`src/rtl/pmc_dump_ctrl.sv`:
```
// Performance-counter control and snapshot readout sequencer.
// Optional read-and-clear mode: define PMC_DUMP_AUTOCLEAR_EN.
module pmc_dump_ctrl #(
    parameter int NUM_CNT = 4,
    parameter int CNT_W   = 32,
    parameter int IDX_W   = $clog2(NUM_CNT)
) (
    input  logic                     clk,
    input  logic                     reset,
    input  logic                     cmd_valid,
    input  logic [1:0]               cmd_op,
    output logic                     cmd_ready,
    input  logic [NUM_CNT*CNT_W-1:0] cnt_in,
    output logic                     cnt_run,
    output logic                     cnt_clear,
    output logic                     out_valid,
    input  logic                     out_ready,
    output logic [CNT_W-1:0]         out_data,
    output logic [IDX_W-1:0]         out_idx,
    output logic                     out_last,
    output logic                     busy
);

    localparam logic [1:0] OP_CLEAR = 2'b00;
    localparam logic [1:0] OP_START = 2'b01;
    localparam logic [1:0] OP_STOP  = 2'b10;
    localparam logic [1:0] OP_DUMP  = 2'b11;

    localparam logic [IDX_W-1:0] LAST_IDX = IDX_W'(NUM_CNT - 1);

    typedef enum logic {
        IDLE,
        STREAM
    } state_t;

    state_t           state;
    logic [IDX_W-1:0] idx;
    logic [CNT_W-1:0] snap [NUM_CNT];

    // Outputs decode straight from registers so an async reset clears them at once.
    assign cmd_ready = (state == IDLE);
    assign busy      = (state != IDLE);
    assign out_valid = (state == STREAM);
    assign out_idx   = idx;
    assign out_data  = snap[idx];
    assign out_last  = (state == STREAM) && (idx == LAST_IDX);

    always_ff @(posedge clk or posedge reset) begin
        if (reset) begin
            state     <= IDLE;
            idx       <= '0;
            cnt_run   <= 1'b0;
            cnt_clear <= 1'b0;
            for (int k = 0; k < NUM_CNT; k++) begin
                snap[k] <= '0;
            end
        end else begin
            cnt_clear <= 1'b0;
            case (state)
                IDLE: begin
                    if (cmd_valid) begin
                        case (cmd_op)
                            OP_CLEAR: cnt_clear <= 1'b1;
                            OP_START: cnt_run   <= 1'b1;
                            OP_STOP:  cnt_run   <= 1'b0;
                            OP_DUMP: begin
                                // Freeze the whole bank on one edge for a coherent readout.
                                for (int k = 0; k < NUM_CNT; k++) begin
                                    snap[k] <= cnt_in[k*CNT_W +: CNT_W];
                                end
                                idx   <= '0;
                                state <= STREAM;
                            end
                            default: ;
                        endcase
                    end
                end
                STREAM: begin
                    if (out_ready) begin
                        if (idx == LAST_IDX) begin
                            state <= IDLE;
`ifdef PMC_DUMP_AUTOCLEAR_EN
                            cnt_clear <= 1'b1;
`else
                            cnt_clear <= 1'b0;
`endif
                        end else begin
                            idx <= idx + IDX_W'(1);
                        end
                    end
                end
                default: state <= IDLE;
            endcase
        end
    end

endmodule

```
`config.mk`:
```
export PLATFORM = sky130hd
export DESIGN_NAME = pmc_dump_ctrl
export DESIGN_NICKNAME = d
export VERILOG_FILES = /design/src/rtl/pmc_dump_ctrl.sv
export SDC_FILE = /design/constraint.sdc
export NUM_CORES = 1
export LEC_CHECK = 0
export CORE_MARGIN = 2
export CORE_UTILIZATION = 53
export CTS_BUF_LIST = sky130_fd_sc_hd__clkbuf_4
export CTS_CLUSTER_DIAMETER = 200
export CTS_CLUSTER_SIZE = 24
export DETAILED_ROUTE_END_ITERATION = 16
export PLACE_DENSITY = 0.86
export SETUP_SLACK_MARGIN = 0.05
export SYNTH_ARGS = -nofsm -noshare
export SYNTH_HDL_FRONTEND = slang
export SYNTH_SLANG_ARGS = --single-unit
export TNS_END_PERCENT = 30
```
`constraint.sdc`:
```
create_clock -name clk -period 9.7 [get_ports clk]
set_clock_uncertainty 0.2 [all_clocks]
set_input_delay 2.425 -clock clk [delete_from_list [all_inputs] [get_ports clk]]
set_output_delay 2.425 -clock clk [all_outputs]
set_load 0.1 [all_outputs]
```
Yosys cells after proc, flatten, opt, wreduce, memory -nomap -nowiden. Cells that the tools add are included.

Output and inout bits: 40. Register bits: 133. Bits of input ports: 134. Logic and storage cells: 43.

Add/subtract/negate cells: 1. Mux-type cells: 17. Magnitude comparators: 1. Equal/unequal tests: 8. Reduce and logical (&&, ||, !) cells: 6. Bitwise operators: 2.

Operators by type and width (number): $bmux W32 S2 (1); $mux W32 (2); $mux W2 (4); $eq A2 B2 Y1 const B (3); $mux W1 (6); $ne A2 B2 Y1 const B (3); $pmux W1 S2 (3); $reduce_and A3 Y1 (2); $pmux W2 S2 (1); $reduce_and A4 Y1 (1); $ge A3 B3 Y1 const B (1); $not A2 Y3 (1); $add A2 B1 Y2 const B (1); $eq A2 B1 Y1 const B (1); $logic_not A2 Y1 (1); $ne A2 B1 Y1 const B (1); $reduce_bool A2 Y1 (1); $logic_and A1 B1 Y1 (1); $not A1 Y1 (1).

Logic depth before layout (Yosys ltp).
Word-level depth: 4. Mapped depth: 6.

Worst setup path before layout. OpenSTA, ideal clock, no wires.

Kind: reg-to-output. From: register idx[0] (netlist: out_idx[0]). To: output port out_data[15]. Arrival time: 2167 ps. Stages on the path, launching flop included: 4. Required time: 7075 ps. Path buffers: 2. Path slack: 4908 ps. Path through: dfrtp_1 > buf_6 > buf_4 > mux4_2.

Longest elaborated chain between the ends: 4.

Ends and longest elaborated chain: from (decl) (RTL line 37) `logic [IDX_W-1:0] idx;`; from (signal assigned) (RTL line 88) `idx <= idx + IDX_W'(1);`; $not A2 Y3 (not written as such) (RTL line 45) `assign out_data = snap[idx];`; $bmux W32 S2 (RTL line 45); $mux W32 (not written as such) (2 in a row) (RTL line 45); to (decl) (RTL line 18) `output logic [CNT_W-1:0] out_data,`.

No other way between the ends. The select of a mux whose other input is x is not followed.

Worst setup path in the final report.
From: register idx[0] (netlist: out_idx[0]). To: output port out_data[0].

Same word-level chain as after synthesis.

==> results.md <==
- Post-CTS setup buffers: 0
- Htree depth: 4
- Async set-reset flop share out of synthesis: between 90% and 100%
- WP data arrival: 3.33 ns
- IO Pins: 174
- Setup TNS: 0 ns
- Post-detailed-route wirelength per cell: roughly 19 µm
- Largest delay contributor family on the critical path: buffers and inverters
- Vias: between 3000 and 4000
- Mapped Nets: between 400 and 500
- Ys Warns: 0
- Achievable Freq: 0.1680 GHz
- All-layer global routing usage: 21.93%
- CP Cell Sequence: buf_4 > mux4_2 > clkdlybuf4s50_1
- Final critical-path share of the clock period: between 60% and 70%
- HP Class: flip-flop to flip-flop
- Post-CTS Hold Buffers: 0
- Worst-path fanout max: 20
- Worst skew pair latency: between 0.5 and 0.6 ns
- Final hold violation count: 0
- Crit end category: output port
- Total Die Area: between 10000 and 15000 µm²
- Worst path max stage delay: between 0.9 and 1 ns
- Antenna violations before repair: 1
- Final core utilization: 71.71%
- Sink Count: between 100 and 150
- Max_cap viols: 0
- Die height: between 100 and 150 µm
- Share of Yosys cell area claimed by the top area cell type: a little over half
- Post-synth cell types: 17
- Largest net degree at the start of global routing: 75
- Cell count after synthesis: between 300 and 400
- Synth area leaders: dfrtp_1 54%, mux2_4 21%, mux4_2 12%, mux2_2 7.5%, buf_6 2.4%
- Synth top cells by count: 133 x dfrtp_1, 87 x mux2_4, 41 x mux2_2
- Iteration count of the initial detailed-routing pass: 4
- Setup violators final: 0
- Yosys reg bits: 133
- Clock Pin Slew Worst Setup and Hold Paths: 0.11 ns
- Vias in the first global route: 3950
- Crit-path slowest cell: clkdlybuf4s50_1
- Layout Nets: 649
- Post-route DRC violation count: 0
- DR vias/cell: around 5.2
- Most numerous cell in the Yosys netlist: dfrtp_1
- CP required: around 7 ns
- First-pass GRT wire length: about 21 mm
- Core area: between 10000 and 15000 µm²
- Synth Flop Type: dfrtp_1
- GRT overflow: 0
- Seq/Total Area, Yosys: 53.91%
- Worst Setup Start Kind: flip-flop
- Share of layout cells above drive strength 1: ~37%
- Synthesized cell area: a little over 6000 µm²
- Final GP Congestion: just under 0.8
- Number of routed nets with antenna violations: 0
- Die X: around 110 µm
- Area Overhead vs Synth: 32.06%
- Fin crit period: 5.952 ns
- Clk buf depth: 2
- Rel. slew slack: between 30% and 40%
- WL final: between 10 and 15 mm
- DRT iter0 DRCs: 232
- Rows: 39
- Area leader, netlist: dfrtp_1
- Mean Syn Cell Area: approximately 18 µm²
- Status: finished, final reports clean
- Num CTS Buffers: 17
- Post-detail-place hpwl: 8.774 mm
- I/O Buffers: 173
- RSZ-0062 raised after global routing: no
- Initial Util: a little over half
- Root Buffer Master: clkbuf_4
- EDFF count, synth: 0
- Worst slew pin tran: approximately 1 ns
- CTS resizes: 0
- WS Path Type: flip-flop to output port
- CTS tree: built
- Min Hold Slack: about 0.30 ns
- CP bufs+invs: 2
- Pins Over Slew Limit: 0
[stage by stage]
step	instance area, µm²	setup WS, ns	cells
6_report	8153	3.748	668
5_1_grt	8153	3.507	668
4_1_cts	8150	3.643	667
3_5_place_dp	7921	4.264	635
3_3_place_gp	7921	4.308	635
2_1_floorplan	6173	3.521	338
[state kept, by name, summed over array words and instances (netlist names)]
register and count:
out_idx 2, cnt_run 1, busy 1, cnt_clear 1
snap 128
[cells in the final DEF (no fill, tap or decap), drive strengths merged]
cell type / instances
and3: 1
and2: 2
dfrtp: 133
bufinv: 1
diode: 1
nand3: 2
ha: 4
o21ai: 4
clkbuf: 18
clkinvlp: 2
nand3b: 3
clkinv: 11
mux4: 32
mux2: 128
nand2: 1
clkdlybuf4s50: 173
buf: 4
inv: 5
[path summary, 6_finish.rpt]
path	start	to	slack [ns]	depth (start not counted)
max	out_idx[0]$_DFFE_PP0P_	out_data[0]	3.75	3
min in group asynchronous	reset	snap[105]$_DFFE_PP0P_	2.15	2
max in group asynchronous	reset	snap[5]$_DFFE_PP0P_	5.91	3
min reg2reg	cnt_run$_DFFE_PP0P_	cnt_run$_DFFE_PP0P_	0.30	2
max reg2reg	busy$_DFF_PP0_	snap[8]$_DFFE_PP0P_	7.17	3
min	cnt_run$_DFFE_PP0P_	cnt_run$_DFFE_PP0P_	0.30	2
[metal layers]
| layer | GRT usage [%] | vias to the layer above | routed length, µm |
|---|---|---|---|
| met5 | 0 | - | 0 |
| met4 | 7.160 | 0 | 141 |
| met3 | 7.131 | 12 | 735 |
| met2 | 34.71 | 108 | 6371 |
| met1 | 29.05 | 1779 | 5624 |
| li1 | - | 1594 | - |
[cell type report]
class	count	area, µm²
antenna	1	2.502
tap	143	178.9
timing repair buffer	177	1762
multi-input combinational	177	2626
fill	758	3217
sequential	133	3331
clock buffer	18	135.1
clock inverter	14	93.84
inverter	5	23.77
[tightest hold or removal path: cells and delay by family (launching register included)]
| family | cells | cell delay (ns) |
|---|---|---|
| and+or+nand+nor | 1 | 0.05 |
| DFF | 1 | 0.36 |
| AOI/OAI and AO/OA | 1 | 0.06 |
[logic make-up after synthesis]
group                      Yosys count  synth area share [%]
muxes                              160                 40.31
AOI/OAI and AO/OA                    4                0.3243
DFF                                133                 53.91
adders and majority gates            4                0.8107
and+or+nand+nor                      9                 1.094
buffers and inverters               28                 3.547
Power is left out: the tool's default activity adds up to more than one toggle a clock period on the data nets, which glitch-free logic cannot reach.
